## config.mk

```make
export PLATFORM = sky130hd
export DESIGN_NAME = keypad_press_ctrl
export DESIGN_NICKNAME = d
export VERILOG_FILES = /design/src/rtl/keypad_pkg.sv /design/src/rtl/keypad_press_ctrl_sync_2ff.sv /design/src/rtl/keypad_press_ctrl.sv
export SDC_FILE = /design/constraint.sdc
export NUM_CORES = 1
export LEC_CHECK = 0
export CORE_AREA = 3 3 67 69
export CTS_BUF_LIST = sky130_fd_sc_hd__clkbuf_16
export CTS_CLUSTER_DIAMETER = 100
export DETAILED_ROUTE_END_ITERATION = 12
export DIE_AREA = 0 0 70 72
export GPL_ROUTABILITY_DRIVEN = 0
export GPL_TIMING_DRIVEN = 0
export PLACE_DENSITY = 0.83
export REMOVE_ABC_BUFFERS = 1
export SETUP_SLACK_MARGIN = 0.3
export SYNTH_ARGS = -nofsm -noshare
export SYNTH_HDL_FRONTEND = slang
export SYNTH_SLANG_ARGS = --single-unit
```

## constraint.sdc

```tcl
create_clock -name clk -period 3.88 [get_ports clk]
set_input_delay 0.582 -clock clk [delete_from_list [all_inputs] [get_ports clk]]
set_output_delay 0.582 -clock clk [all_outputs]
set_load 0.01 [all_outputs]
```

## src/rtl/keypad_pkg.sv

```systemverilog
// Shared types, default timing and helpers for the keypad scan/debounce front end.
// Pure declarations: no logic, no latency, no flow control.
package keypad_pkg;

    typedef enum logic [1:0] {
        SCAN     = 2'd0,
        DEBOUNCE = 2'd1,
        HOLD     = 2'd2,
        RELEASE  = 2'd3
    } state_t;

    localparam int DEF_ROWS            = 4;
    localparam int DEF_COLS            = 4;
    localparam int DEF_SCAN_DWELL      = 16;
    localparam int DEF_DEBOUNCE_CYCLES = 50000;
    localparam int DEF_REPEAT_EN       = 0;
    localparam int DEF_REPEAT_DELAY    = 500000;
    localparam int DEF_REPEAT_PERIOD   = 100000;

    // Index of the set bit; OR-reduction of indices is exact for a onehot input.
    function automatic int onehot_index(input logic [31:0] v);
        int idx;
        idx = 0;
        for (int i = 0; i < 32; i++) begin
            if (v[i]) idx = idx | i;
        end
        return idx;
    endfunction

endpackage

```

## src/rtl/keypad_press_ctrl_sync_2ff.sv

```systemverilog
// Two-flop synchroniser for the asynchronous row sense lines.
// Latency 2 cycles; free-running, no backpressure.
module sync_2ff #(
    parameter int WIDTH = 4
) (
    input  logic             clk,
    input  logic             reset,
    input  logic [WIDTH-1:0] d,
    output logic [WIDTH-1:0] q
);

    logic [WIDTH-1:0] meta;

    always_ff @(posedge clk) begin
        if (reset) begin
            meta <= '0;
            q    <= '0;
        end else begin
            meta <= d;
            q    <= meta;
        end
    end

endmodule

```

## src/rtl/keypad_press_ctrl.sv

```systemverilog
// Keypad matrix scanner with debounce, single press event, optional auto-repeat.
// Press-to-event latency 2 + remaining dwell + DEBOUNCE_CYCLES + 1; strobes only, no backpressure.
module keypad_press_ctrl
    import keypad_pkg::*;
#(
    parameter int ROWS            = DEF_ROWS,
    parameter int COLS            = DEF_COLS,
    parameter int SCAN_DWELL      = DEF_SCAN_DWELL,
    parameter int DEBOUNCE_CYCLES = DEF_DEBOUNCE_CYCLES,
    parameter int REPEAT_EN       = DEF_REPEAT_EN,
    parameter int REPEAT_DELAY    = DEF_REPEAT_DELAY,
    parameter int REPEAT_PERIOD   = DEF_REPEAT_PERIOD
) (
    input  logic                    clk,
    input  logic                    reset,
    input  logic [ROWS-1:0]         rows,
    output logic [COLS-1:0]         col_drive,
    output logic [$clog2(ROWS)-1:0] key_row,
    output logic [$clog2(COLS)-1:0] key_col,
    output logic                    key_valid,
    output logic                    key_repeat,
    output logic                    key_release,
    output logic                    key_held,
    output logic [1:0]              state
);

    localparam int RW   = $clog2(ROWS);
    localparam int CLW  = $clog2(COLS);
    localparam int T1   = (SCAN_DWELL > DEBOUNCE_CYCLES) ? SCAN_DWELL : DEBOUNCE_CYCLES;
    localparam int T2   = (REPEAT_DELAY > REPEAT_PERIOD) ? REPEAT_DELAY : REPEAT_PERIOD;
    localparam int TMAX = (T1 > T2) ? T1 : T2;
    localparam int CW   = $clog2(TMAX + 1);

    localparam logic [CW-1:0] DWELL_LAST  = CW'(SCAN_DWELL - 1);
    localparam logic [CW-1:0] DEB_LAST    = CW'(DEBOUNCE_CYCLES - 1);
    localparam logic [CW-1:0] DELAY_LAST  = CW'(REPEAT_DELAY - 1);
    localparam logic [CW-1:0] PERIOD_LAST = CW'(REPEAT_PERIOD - 1);

    state_t          st;
    logic [CW-1:0]   cnt;
    logic [CLW-1:0]  col_idx;
    logic [CLW-1:0]  col_next;
    logic [COLS-1:0] col_next_oh;
    logic [ROWS-1:0] rows_s;
    logic [ROWS-1:0] cap_rows;
    logic [31:0]     rows_ext;
    logic            rows_onehot;
    logic            cap_hit;
    logic            rep_periodic;
    logic [CW-1:0]   rep_last;

    sync_2ff #(.WIDTH(ROWS)) u_sync (
        .clk   (clk),
        .reset (reset),
        .d     (rows),
        .q     (rows_s)
    );

    assign rows_ext    = 32'(rows_s);
    assign rows_onehot = (rows_s != '0) && ((rows_s & (rows_s - ROWS'(1))) == '0);
    // In HOLD/RELEASE only the captured row matters; chords on other rows are ignored.
    assign cap_hit     = |(rows_s & cap_rows);
    assign col_next    = (col_idx == CLW'(COLS - 1)) ? '0 : col_idx + CLW'(1);
    assign col_next_oh = COLS'(1) << col_next;
    assign rep_last    = rep_periodic ? PERIOD_LAST : DELAY_LAST;
    assign state       = st;

    always_ff @(posedge clk) begin
        if (reset) begin
            st           <= SCAN;
            cnt          <= '0;
            col_idx      <= '0;
            col_drive    <= COLS'(1);
            cap_rows     <= '0;
            key_row      <= '0;
            key_col      <= '0;
            key_valid    <= 1'b0;
            key_repeat   <= 1'b0;
            key_release  <= 1'b0;
            key_held     <= 1'b0;
            rep_periodic <= 1'b0;
        end else begin
            key_valid   <= 1'b0;
            key_repeat  <= 1'b0;
            key_release <= 1'b0;
            unique case (st)
                SCAN: begin
                    if (cnt == DWELL_LAST) begin
                        cnt <= '0;
                        if (rows_onehot) begin
                            st       <= DEBOUNCE;
                            cap_rows <= rows_s;
                            key_row  <= RW'(onehot_index(rows_ext));
                            key_col  <= col_idx;
                        end else begin
                            col_idx   <= col_next;
                            col_drive <= col_next_oh;
                        end
                    end else begin
                        cnt <= cnt + CW'(1);
                    end
                end
                DEBOUNCE: begin
                    // Mismatch is tested first so it beats completion on the last count.
                    if (rows_s != cap_rows) begin
                        st  <= SCAN;
                        cnt <= '0;
                    end else if (cnt == DEB_LAST) begin
                        st           <= HOLD;
                        cnt          <= '0;
                        key_valid    <= 1'b1;
                        key_held     <= 1'b1;
                        rep_periodic <= 1'b0;
                    end else begin
                        cnt <= cnt + CW'(1);
                    end
                end
                HOLD: begin
                    if (!cap_hit) begin
                        st  <= RELEASE;
                        cnt <= '0;
                    end else if (REPEAT_EN != 0) begin
                        // Strobe is registered, so fire one cycle early to land on the due cycle.
                        if (cnt == rep_last) begin
                            cnt          <= '0;
                            key_valid    <= 1'b1;
                            key_repeat   <= 1'b1;
                            rep_periodic <= 1'b1;
                        end else begin
                            cnt <= cnt + CW'(1);
                        end
                    end
                end
                RELEASE: begin
                    if (cap_hit) begin
                        st           <= HOLD;
                        cnt          <= '0;
                        rep_periodic <= 1'b0;
                    end else if (cnt == DEB_LAST) begin
                        st          <= SCAN;
                        cnt         <= '0;
                        key_release <= 1'b1;
                        key_held    <= 1'b0;
                        col_idx     <= col_next;
                        col_drive   <= col_next_oh;
                    end else begin
                        cnt <= cnt + CW'(1);
                    end
                end
            endcase
        end
    end

endmodule

```

==> flow_summary.toml <==
[clocking]
clock_path_buffers = 2
post_cts_resized = 0
cts_sinks = 46
path_clk_slew_ns = 0.07
htree_levels = 2
numCtsBuffers = 5
cts_setup_buffers = 0
clk_latency_ns = 0.29
clockRootBuffer = "clkbuf_16"
cts_tree = "built"
cts_hold_buf = 0

[logic_synthesis]
yosys_most_used_dff = "dfxtp_1"
synth_edf_count = 0
async_flop_share = 0
synthTopCellsByArea = "dfxtp_1 43%, nor2_1 6.2%, ha_1 5.9%, xor2_1 4.1%, xnor2_1 3.7%"
synth_seq_cells = 46
synth_cell_type_count = 45
synth_most_common_cell = "dfxtp_1"
avgSynthCellArea_sq_um = 9.22
synth_top_area_frac = 0.432
syn_inst = 231
synth-seq-area-share = 0.432
netlist_top_cells_count = "46 x dfxtp_1, 35 x nor2_1, 12 x nand3_1"
synth_top_area_cell = "dfxtp_1"
netlist_area_sq_um = 2130
synth_warnings = 0

[die]
rows = 23
die_width_um = 70
dieHeight_um = 72
design.core.area_sq_um = 3970
die-area_sq_um = 5040
io_pins = 20
initial_core_util = 0.536

[grt]
grt_use_total = 0.174
grt_pass1_vias = 1571
grt_max_degree = 29
grt_overflow = 0
grt_antenna_before_repair = 0
grt_pass1_wl_um = 7190

[place]
hpwlAfterDp_um = 2680
portBuffers = 18
dpl_cell_area_sq_um = 2320
place_ws_ns = 1.34

[layout]
diodes = 0
fillers = 327
final_nets = 262
drive_gt1_frac = 0.0769
area_growth_pct = 16.0
design_area_sq_um = 2470
final_core_util = 0.622

[drt]
vias_per_cell = 5.53
wl_per_cell_um = 13.6
vias = 1642
antenna_left = 0
wl_um = 4040
drc = 0
first_pass_iters = 4
drt_first_iter_violations = 139

[critical_path]
path_class = "flop to flop"
cp.required_ns = 4.08
critPathCaptureType = "flop"
cp_max_fo = 9
crit_arrival_ns = 2.61
start_kind = "flop"

[min_path]
hp-class = "flop to flop"

[power]
power.leakage_nw = 0.964
ir_drop_v = 0.000214
power.density_nw_per_um2 = 381

[timing]
rsz0062_at_grt = "no"
max_freq_mhz = 415
worst_slew_pin_slew_ns = 0.994
slew_viol_final = 0
min_period_over_period = 0.621
setup_viol = 0
hold_viol_final = 0
layout_min_cycle_time_ns = 2.41
finalClockSkew_ns = 0.00560
maxSlewHeadroom = 0.335
finalWorstSetupSlack_ns = 1.47
tns_ns = 0

[status]
status = "finished, final reports clean"

[flow_run]
maxCapViolations = 0
registers in the layout, summed over array words and instances, names as in the netlist:
name / flops
cap_rows: 4
cnt: 19
col_drive: 4
col_idx: 2
key_col: 2
key_held: 1
key_release: 1
key_row: 2
key_valid: 1
state: 2
u_sync.meta: 4
u_sync.q: 4
worst max-delay path, stage by stage, from the launching register on:
cell and delay (ns):
dfxtp_1 0.37, ha_1 0.26, nor4_4 0.52, nand3_1 0.24, nor3_1 0.54, o21ai_0 0.21, a21oi_1 0.17
final cells by class:
cell class	count	area, sq um	area share
Clock inverter	3	25.0	0.0101
Inverter	6	22.5	0.00911
Timing Repair Buffer	18	180	0.0729
Clock buffer	5	125	0.0506
Multi-Input combinational cell	169	1130	0.459
Tap cell	50	62.6	0.0253
Sequential cell	46	921	0.373
metrics by stage:
stage	hold WS (ns)	total power, W	std cells
floorplan	0.414	0.000509	221
global placement	0.417	0.000521	289
detailed placement	0.424	0.000523	289
CTS	0.440	0.000952	297
global route	0.459	0.000976	297
finish	0.437	0.000942	297
routing by layer:
| layer | share of wire | track usage |
|---|---|---|
| met3 | 0.039 | 0.0485 |
| met2 | 0.48 | 0.294 |
| met1 | 0.47 | 0.213 |
| met5 | 0 | 0 |
| met4 | 0.017 | 0.0681 |
final timing paths:
check                           depth (start not counted)      startpoint           end  slack (ns)
worst max register to register                          6     u_sync.q[1]  col_drive[1]        1.47
worst min register to register                          1  u_sync.meta[0]   u_sync.q[0]        0.44
worst max-delay path                                    6     u_sync.q[1]  col_drive[1]        1.47
worst min-delay path                                    1  u_sync.meta[0]   u_sync.q[0]        0.44
power breakdown:
part | switching [W] | internal, W
registers | 0.00000539 | 0.000479
logic | 0.0000159 | 0.0000125
clock network | 0.000187 | 0.000242
layout by cell type (no fill, tap or decap), drive strengths merged:
master,n
conb,1
o211a,1
a211oi,1
nor4,6
nor3,12
clkinv,1
o31ai,2
o21bai,1
clkdlybuf4s50,18
a21oi,9
nand2b,2
o41ai,1
clkinvlp,1
nor4b,2
or4b,1
inv,7
nand4bb,1
and3,3
nand3,12
nand2,10
nor2,35
o2bb2ai,1
nor2b,11
o21ai,10
xnor2,9
dfxtp,46
and4bb,1
clkbuf,5
or3,3
nand4,4
or4,1
a21o,1
a221oi,1
ha,10
xor2,10
mux2i,6
a41oi,1
cell families after synthesis:
kind of cell | synth area share
buffers and inverters | 0.0347
AOI/OAI and AO/OA | 0.0834
muxes | 0.0282
DFF | 0.432
xor gates and xnor gates | 0.0781
other | 0.00176
adders and majority gates | 0.0588
and+or+nand+nor | 0.283
No activity file was read; power rests on OpenSTA's default activity.
